==> src/rtl/chunk_gatherer_pkg.sv <==
// Shared helpers for the chunk gatherer and the chunk streamer benches.
//   num_chunks : number of CHUNK_SIZE slots in a word
//   slot_lsb   : least-significant bit position of slot k
package chunk_gatherer_pkg;

    function automatic int num_chunks(int w, int c);
        return w / c;
    endfunction

    // Slot 0 is the first chunk received; MSB-first puts it at the top of the word.
    function automatic int slot_lsb(int k, int n, int c, bit msb_first);
        return msb_first ? (n - 1 - k) * c : k * c;
    endfunction

endpackage

==> src/rtl/chunk_gatherer_if.sv <==
// Handshake bundle for the chunk gatherer.
//   in_valid/in_ready/in_chunk/in_last : chunk input stream
//   out_valid/out_ready/out_word/out_chunks : assembled word output stream
// master = producer/consumer side, slave = gatherer side.
interface chunk_gatherer_if
    import chunk_gatherer_pkg::*;
#(
    parameter int WORD_WIDTH = 16,
    parameter int CHUNK_SIZE = 4
) ();
    localparam int CW = $clog2(num_chunks(WORD_WIDTH, CHUNK_SIZE) + 1);

    logic                  in_valid;
    logic                  in_ready;
    logic [CHUNK_SIZE-1:0] in_chunk;
    logic                  in_last;
    logic                  out_valid;
    logic                  out_ready;
    logic [WORD_WIDTH-1:0] out_word;
    logic [CW-1:0]         out_chunks;

    modport master (
        output in_valid, in_chunk, in_last, out_ready,
        input  in_ready, out_valid, out_word, out_chunks
    );

    modport slave (
        input  in_valid, in_chunk, in_last, out_ready,
        output in_ready, out_valid, out_word, out_chunks
    );
endinterface

==> src/rtl/chunk_gatherer.sv <==
// Serial-to-parallel chunk gatherer with one accumulate register and one
// output register, sustaining one chunk per cycle.
//   clk   : clock, all state on posedge
//   rst_n : synchronous active-low reset
//   bus   : chunk_gatherer_if slave (input chunk stream, output word stream)
module chunk_gatherer
    import chunk_gatherer_pkg::*;
#(
    parameter int WORD_WIDTH = 16,
    parameter int CHUNK_SIZE = 4,
    parameter bit MSB_FIRST  = 1'b1
) (
    input  logic            clk,
    input  logic            rst_n,
    chunk_gatherer_if.slave bus
);
    localparam int NUM_CHUNKS = num_chunks(WORD_WIDTH, CHUNK_SIZE);
    localparam int CW         = $clog2(NUM_CHUNKS + 1);

    if (CHUNK_SIZE < 1 || (WORD_WIDTH % CHUNK_SIZE) != 0) begin : g_bad_params
        $fatal(1, "chunk_gatherer: WORD_WIDTH must be a multiple of CHUNK_SIZE");
    end

    logic [WORD_WIDTH-1:0] acc_q, acc_d, acc_ins;
    logic [CW-1:0]         count_q, count_d, count_inc;
    logic                  pending_q, pending_d;
    logic                  out_valid_q;
    logic [WORD_WIDTH-1:0] out_word_q;
    logic [CW-1:0]         out_chunks_q;

    logic                  accept, complete, out_free, load;
    logic [WORD_WIDTH-1:0] load_word;
    logic [CW-1:0]         load_chunks;

    // in_ready depends only on registered state, never on out_ready.
    assign bus.in_ready   = !pending_q;
    assign bus.out_valid  = out_valid_q;
    assign bus.out_word   = out_word_q;
    assign bus.out_chunks = out_chunks_q;

    assign accept    = bus.in_valid && !pending_q;
    assign count_inc = count_q + CW'(1);
    assign complete  = accept && (bus.in_last || (count_q == CW'(NUM_CHUNKS - 1)));
    assign out_free  = !out_valid_q || bus.out_ready;

    // Accumulator with the incoming chunk merged into slot count_q.
    always_comb begin
        acc_ins = acc_q;
        for (int k = 0; k < NUM_CHUNKS; k++) begin
            if (count_q == CW'(k)) begin
                acc_ins[slot_lsb(k, NUM_CHUNKS, CHUNK_SIZE, MSB_FIRST) +: CHUNK_SIZE] = bus.in_chunk;
            end
        end
    end

    always_comb begin
        acc_d       = acc_q;
        count_d     = count_q;
        pending_d   = pending_q;
        load        = 1'b0;
        load_word   = acc_ins;
        load_chunks = count_inc;
        if (pending_q) begin
            // Parked word leaves as soon as the output register frees up.
            if (out_free) begin
                load        = 1'b1;
                load_word   = acc_q;
                load_chunks = count_q;
                acc_d       = '0;
                count_d     = '0;
                pending_d   = 1'b0;
            end
        end else if (accept) begin
            if (complete && out_free) begin
                load    = 1'b1;
                acc_d   = '0;
                count_d = '0;
            end else begin
                acc_d     = acc_ins;
                count_d   = count_inc;
                pending_d = complete;
            end
        end
    end

    always_ff @(posedge clk) begin
        if (!rst_n) begin
            acc_q     <= '0;
            count_q   <= '0;
            pending_q <= 1'b0;
        end else begin
            acc_q     <= acc_d;
            count_q   <= count_d;
            pending_q <= pending_d;
        end
    end

    always_ff @(posedge clk) begin
        if (!rst_n) begin
            out_valid_q  <= 1'b0;
            out_word_q   <= '0;
            out_chunks_q <= '0;
        end else if (load) begin
            out_valid_q  <= 1'b1;
            out_word_q   <= load_word;
            out_chunks_q <= load_chunks;
        end else if (bus.out_ready) begin
            out_valid_q  <= 1'b0;
        end
    end

endmodule

==> src/flat_wrapper.sv <==
// flat-port wrapper written by rule: the top's interface ports become plain ports
module chunk_gatherer_flat import chunk_gatherer_pkg::*;
#(
    parameter int WORD_WIDTH = 16,
    parameter int CHUNK_SIZE = 4,
    parameter bit MSB_FIRST  = 1'b1
)
  (clk, rst_n, bus_in_valid, bus_in_chunk, bus_in_last, bus_out_ready, bus_in_ready, bus_out_valid, bus_out_word, bus_out_chunks);
  chunk_gatherer_if #(.WORD_WIDTH(WORD_WIDTH), .CHUNK_SIZE(CHUNK_SIZE)) bus_i ();
  input  logic clk;
  input  logic rst_n;
  input wire logic [$bits(bus_i.in_valid)-1:0] bus_in_valid;
  input wire logic [$bits(bus_i.in_chunk)-1:0] bus_in_chunk;
  input wire logic [$bits(bus_i.in_last)-1:0] bus_in_last;
  input wire logic [$bits(bus_i.out_ready)-1:0] bus_out_ready;
  output wire logic [$bits(bus_i.in_ready)-1:0] bus_in_ready;
  output wire logic [$bits(bus_i.out_valid)-1:0] bus_out_valid;
  output wire logic [$bits(bus_i.out_word)-1:0] bus_out_word;
  output wire logic [$bits(bus_i.out_chunks)-1:0] bus_out_chunks;
  assign bus_i.in_valid = bus_in_valid;
  assign bus_i.in_chunk = bus_in_chunk;
  assign bus_i.in_last = bus_in_last;
  assign bus_i.out_ready = bus_out_ready;
  assign bus_in_ready = bus_i.in_ready;
  assign bus_out_valid = bus_i.out_valid;
  assign bus_out_word = bus_i.out_word;
  assign bus_out_chunks = bus_i.out_chunks;
  chunk_gatherer #(.WORD_WIDTH(WORD_WIDTH), .CHUNK_SIZE(CHUNK_SIZE), .MSB_FIRST(MSB_FIRST)) u_core (.clk(clk), .rst_n(rst_n), .bus(bus_i));
endmodule
==> config.mk <==
export PLATFORM = sky130hd
export DESIGN_NAME = chunk_gatherer_flat
export DESIGN_NICKNAME = d
export VERILOG_FILES = /design/src/rtl/chunk_gatherer_pkg.sv /design/src/rtl/chunk_gatherer_if.sv /design/src/rtl/chunk_gatherer.sv /design/src/flat_wrapper.sv
export SDC_FILE = /design/constraint.sdc
export NUM_CORES = 1
export LEC_CHECK = 0
export CORE_MARGIN = 2
export CORE_UTILIZATION = 57
export CTS_BUF_LIST = sky130_fd_sc_hd__clkbuf_8 sky130_fd_sc_hd__clkbuf_16
export DETAILED_ROUTE_END_ITERATION = 8
export HOLD_SLACK_MARGIN = 0.15
export PLACE_DENSITY = 0.82
export SYNTH_ARGS = -nofsm -noshare
export SYNTH_HDL_FRONTEND = slang
export SYNTH_SLANG_ARGS = --single-unit
==> constraint.sdc <==
create_clock -name clk -period 3.44 [get_ports clk]
set_input_delay 0.516 -clock clk [delete_from_list [all_inputs] [get_ports clk]]
set_output_delay 0.516 -clock clk [all_outputs]
set_load 0.02 [all_outputs]
==> After elaboration in Yosys (flattened, before gate mapping) <==
Index checks and enable logic that the tools add are counted.
{ "totals": {"reg_bits": 40, "latchBits": 0, "ram_bits": 0, "mem_bits_ro": 0, "inputBits": 9, "out_inout_bits": 21, "mem_count": 0} }
{ "classes": {"n_addsub": 1, "mul": 0, "div": 0, "magnitude_cmp": 0, "n_eq_ne": 4, "shift": 0, "mux": 26, "n_bitwise": 0, "n_reduce_logical": 11} }
{ "ops": {"columns": ["op", "n"], "rows": [
  ["16-bit 2-to-1 mux", 6],
  ["3-bit 2-to-1 mux", 6],
  ["4-bit 2-to-1 mux", 4],
  ["1-bit 2-to-1 mux", 10],
  ["3-bit by 2-bit equality test with 1-bit output (second input constant)", 2],
  ["2-bit nonzero test", 2],
  ["3-bit by 1-bit adder with 3-bit output (second input constant)", 1],
  ["3-bit by 1-bit equality test with 1-bit output (second input constant)", 1],
  ["1-bit logical AND", 3],
  ["3-bit zero test", 1],
  ["1-bit zero test", 2],
  ["1-bit logical OR", 2],
  ["2-bit inequality test (second input constant)", 1],
  ["2-bit AND reduction", 1]
]} }

==> Logic depth before layout (Yosys ltp) <==
{ "depth": {"depth_word": 8, "mapped_depth": 7} }

==> Least setup slack after synthesis <==
Ideal clock, no wire load.
{ "synth_timing": {"path_kind": "register -> register", "start": "register u_core.count_q[0]", "end": "register u_core.acc_q[10]", "setup_ns": 0.059, "arrival_time_ns": 1.730, "required_ns": 3.381, "setup_slack_ns": 1.651, "path_stages_with_launch": 8, "synth_period_minus_slack_ns": 1.789, "path_cell_list": "dfxtp_1 > ha_1 > ha_1 > or2_4 > a211o_1 > buf_6 > o2bb2ai_1 > and2_1"} }
{ "synth_between": {"elab_chain_cells": 7, "elab_cells_between_ends": 9, "classes_between": "eq/ne (2); mux (4); reduce/logical (3)"} }
{ "synth_rtl": {"columns": ["element", "line", "text"], "rows": [
  ["start, declared", "chunk_gatherer.sv:25", "logic [CW-1:0] count_q, count_d, count_inc;"],
  ["start signal, assigned", "chunk_gatherer.sv:93", "count_q <= count_d;"],
  ["3-bit by 2-bit equality test with 1-bit output", "chunk_gatherer.sv:43", "assign complete = accept && (bus.in_last || (count_q == CW'(NUM_CHUNKS - 1)));"],
  ["1-bit logical OR", "chunk_gatherer.sv:43", null],
  ["1-bit logical AND", "chunk_gatherer.sv:43", null],
  ["1-bit logical AND", "chunk_gatherer.sv:74", "if (complete && out_free) begin"],
  ["16-bit 2-to-1 mux *", "chunk_gatherer.sv:74", null],
  ["16-bit 2-to-1 mux *", "chunk_gatherer.sv:73", "end else if (accept) begin"],
  ["16-bit 2-to-1 mux *", "chunk_gatherer.sv:63", "if (pending_q) begin"],
  ["end signal, assigned", "chunk_gatherer.sv:88", "acc_q <= '0;"],
  ["end signal, assigned", "chunk_gatherer.sv:92", "acc_q <= acc_d;"],
  ["end, declared", "chunk_gatherer.sv:24", "logic [WORD_WIDTH-1:0] acc_q, acc_d, acc_ins;"]
]} }
Every way passes the cells marked *; elsewhere a longest branch is shown, timed or not. The select of a mux whose other input is x is not followed.
A chain may end at the register's enable or synchronous reset.

==> Final worst setup path <==
{ "layout_timing": {"start": "register u_core.count_q[1]", "end": "register u_core.out_word_q[12], in the netlist u_core.bus.out_word[12]"} }
{ "layout_between": {"elab_chain_cells": 7, "elab_cells_between_ends": 11, "classes_between": "eq/ne (1); mux (6); reduce/logical (4)"} }
{ "layout_rtl": {"columns": ["element", "line", "text"], "rows": [
  ["3-bit by 2-bit equality test with 1-bit output", "chunk_gatherer.sv:43", null],
  ["1-bit logical OR", "chunk_gatherer.sv:43", null],
  ["1-bit logical AND", "chunk_gatherer.sv:43", null],
  ["1-bit logical AND", "chunk_gatherer.sv:74", null],
  ["1-bit 2-to-1 mux", "chunk_gatherer.sv:74", null],
  ["1-bit 2-to-1 mux", "chunk_gatherer.sv:73", null],
  ["1-bit 2-to-1 mux", "chunk_gatherer.sv:63", null],
  ["end signal, assigned", "chunk_gatherer.sv:105", "out_word_q <= load_word;"],
  ["end, declared", "chunk_gatherer.sv:28", "logic [WORD_WIDTH-1:0] out_word_q;"]
]} }
Several ways; a longest one is shown, not always the timed one.

==> results.json <==
{
  "drt_iter0_markers": 94,
  "post_detailed_route_count_of_antenna_violating_nets": 0,
  "post_route_cells_drive_above_1_share_pct": 9.01,
  "cts_buffer_depth": 2,
  "floorplan_die_area_um2": 3930,
  "synth_flop_cell": "dfxtp_1",
  "worst-r2r-setup-slack_ns": 1.08,
  "synth_edf_count": 0,
  "total_count_of_hold_check_failures_in_the_final_report": 0,
  "first_global_vias": 1629,
  "drt-wirelength-per-cell_um": 16.7,
  "ir_worst_vdd_uv": 275,
  "synth_sequential_area_ratio_pct": 40.8,
  "leakagePower_nw": 0.847,
  "antenna_found_initial": 0,
  "layout_common_cells": "40 x dfxtp_1, 29 x clkdlybuf4s50_1, 25 x and2_1",
  "tightestPinTransition_ns": 0.673,
  "r2r-start": "u_core.count_q[1]",
  "share_clk_of_total_power_pct": 38.9,
  "ys_top_cells_by_area": "dfxtp_1 41%, mux2i_1 8.7%, and2_1 8.0%, o2bb2ai_1 5.8%, o22ai_1 5.7%",
  "synth_top_area_share_pct": 40.8,
  "worstHoldPathType": "flop to flop",
  "synth_nets": 222,
  "comb_power_share_pct": 12.0,
  "ys_ff_latch": 40,
  "route.detailed.drc": 0,
  "synth_largest_area_cell": "dfxtp_1",
  "worst_r2r_endpoint": "u_core.bus.out_word[12]",
  "syn_area_um2": 1960,
  "ys_warn_count": 0,
  "final_max_slew_viol_count": 0,
  "syn-instance-count": 208,
  "chipHeight_um": 62.7,
  "clk-insertion-delay-late_ns": 0.30,
  "final_core_util_pct": 71.3,
  "hold_path_end": "u_core.bus.out_word[13]",
  "worst_ep_arrival_time_ns": 2.58,
  "floorplan.io_pins": 30,
  "timing.critical_path.fanout_max": 18,
  "timing.critical_path.to_type": "flop",
  "netSwitchingFraction_pct": 24.7,
  "grt_first_pass_wirelength_um": 7960,
  "post_cts_hold_buffer_count": 0,
  "layout.cell_area.non_filler_um2": 2360,
  "vias": 1632,
  "h_tree_depth": 2,
  "cts-buffers-inserted": 5,
  "cts_root_buffer": "clkbuf_8",
  "crit_required_ns": 3.66,
  "post_cts_resize_count": 0,
  "drt-vias-per-instance": 5.85,
  "maxClockFrequency_mhz": 423,
  "placement.io_buffers": 29,
  "power_per_unit_of_standard_cell_area_nw_per_um2": 415,
  "p_int_w": 0.000738,
  "grtUsageTotal_pct": 26.1,
  "place_hpwl_um": 3000,
  "cts.repair_timing.setup_buffer_count": 0,
  "drt_pass1_iterations": 4,
  "seqPwrFrac_pct": 49.1,
  "fillerInstances": 281,
  "worst-setup-path-type": "flop to flop",
  "die_w_um": 62.7,
  "min-delay-start": "u_core.bus.out_word[13]",
  "design.final.nets": 246,
  "status": "completed",
  "clock_sink_count": 40,
  "post_synth.cell_area_avg_um2": 9.44,
  "layout_skew_ns": 0.00959,
  "min_path_cells": 2,
  "globalRouteOverflowTotal": 0,
  "clk_transition_reported_paths_ns": 0.08,
  "start_util_pct": 59.3,
  "routed_wl_um": 4670,
  "place_area_um2": 2250,
  "grt_setup_unrepaired": "no",
  "r2r_cells": 7,
  "worst_slew_margin_rel_pct": 55.2,
  "placementRows": 21,
  "asyncSetResetFlopFracSynth_pct": 0,
  "tritoncts": "yes",
  "antenna_cells": 0,
  "accumulated_negative_setup_slack_ns": 0,
  "time_the_final_worst_path_needs_with_i_o_delays_and_setup_ns": 2.36,
  "power.switching_w": 0.000243,
  "fin_crit_sh_pct": 68.7,
  "cap_viol_max_count": 0,
  "replace_congestion": 0.758,
  "grt_max_degree": 22,
  "floorplan_core_area_um2": 3310,
  "worst_setup_path_start_kind": "flop",
  "areaGrowthSynthToFinish_pct": 20.3,
  "layout_commonest_cell": "dfxtp_1",
  "yosys.cell_types.count": 31,
  "setup_violations": 0
}
[stage by stage]
step	cells	hold WS, ns	setup slack, ns	power, W
final	279	0.473	1.08	0.000981
after global routing	279	0.502	0.867	0.00102
after CTS	279	0.478	1.08	0.000981
after detailed placement	271	0.465	0.991	0.000609
after global placement	271	0.456	1.05	0.000605
after floorplan	208	0.518	1.65	0.000570
[registers in the layout, summed over array words and instances (netlist names)]
name	count
u_core.bus.out_chunks	3
u_core.bus.out_valid	1
u_core.pending_q	1
u_core.count_q	3
u_core.bus.out_word	16
u_core.acc_q	16
[layer usage]
layer / track usage (%) / share of wire (%) / vias up
met5: 0 / 0 / -
met2: 43.5 / 49 / 31
met1: 31.8 / 45 / 804
met4: 10.8 / 1.9 / 0
met3: 6.85 / 3.9 / 8
li1: - / - / 789
[cell type report]
class                   count  area (um2)  area share [%]
flip-flops and latches     40         801            33.9
inverters                   5        18.8           0.795
well taps                  46        57.6            2.44
multi-input cells         147        1060            44.7
clock buffers               5        68.8            2.91
repair buffers             33         320            13.6
clock inverters             3        38.8            1.64
[cells in the mapped netlist, types with 3 or more instances]
| cell | count |
|---|---|
| and2_1 | 25 |
| a21oi_1 | 3 |
| dfxtp_1 | 40 |
| o2bb2ai_1 | 13 |
| inv_1 | 4 |
| mux2i_1 | 17 |
| mux2_2 | 4 |
| nor2b_1 | 10 |
| nand2_1 | 21 |
| o21ai_0 | 4 |
| a22oi_1 | 5 |
| buf_2 | 3 |
| o211ai_1 | 12 |
| clkbuf_1 | 8 |
| o22ai_1 | 18 |
| ha_1 | 5 |
[worst max-delay path by stage]
stage                       from                      end  slack, ns  cells after the start
3_3_place_gp        bus_in_valid   u_core.bus.out_word[9]       1.05                      6
4_1_cts        u_core.count_q[0]  u_core.bus.out_word[12]       1.08                      7
2_1_floorplan  u_core.count_q[0]         u_core.acc_q[10]       1.65                      7
5_1_grt        u_core.count_q[0]   u_core.bus.out_word[9]       0.87                      7
6_report       u_core.count_q[1]  u_core.bus.out_word[12]       1.08                      7
3_5_place_dp        bus_in_valid  u_core.bus.out_word[12]       0.99                      6
[power by group through the flow]
| stage | Combinational (W) | Clock [W] | Sequential, W |
|---|---|---|---|
| after floorplan | 0.0000708 | 0 | 0.000499 |
| after global placement | 0.000114 | 0 | 0.000492 |
| after detailed placement | 0.000117 | 0 | 0.000492 |
| after CTS | 0.000117 | 0.000382 | 0.000482 |
| after global routing | 0.000127 | 0.000409 | 0.000483 |
| final | 0.000118 | 0.000381 | 0.000482 |
[worst max-delay path, cell delays in order, from the launching register on]
cell      delay [ns]
dfxtp_1         0.42
ha_1            0.20
ha_1            0.31
o21ai_0         0.16
a21oi_2         0.55
buf_4           0.34
o211ai_1        0.13
o22ai_1         0.18
[cells by family (layout without fill, tap and decap cells)]
logic type	Yosys count	count (layout)	synth area share (%)
AOI/OAI and AO/OA	59	59	21.7
xor gates and xnor gates	1	1	0.446
adders and majority gates	5	5	3.19
buffers and inverters	21	46	5.42
DFF	40	40	40.8
muxes	22	22	11.7
and+or+nand+nor	60	60	16.8
Note: power is estimated with default switching activity, not from simulation.
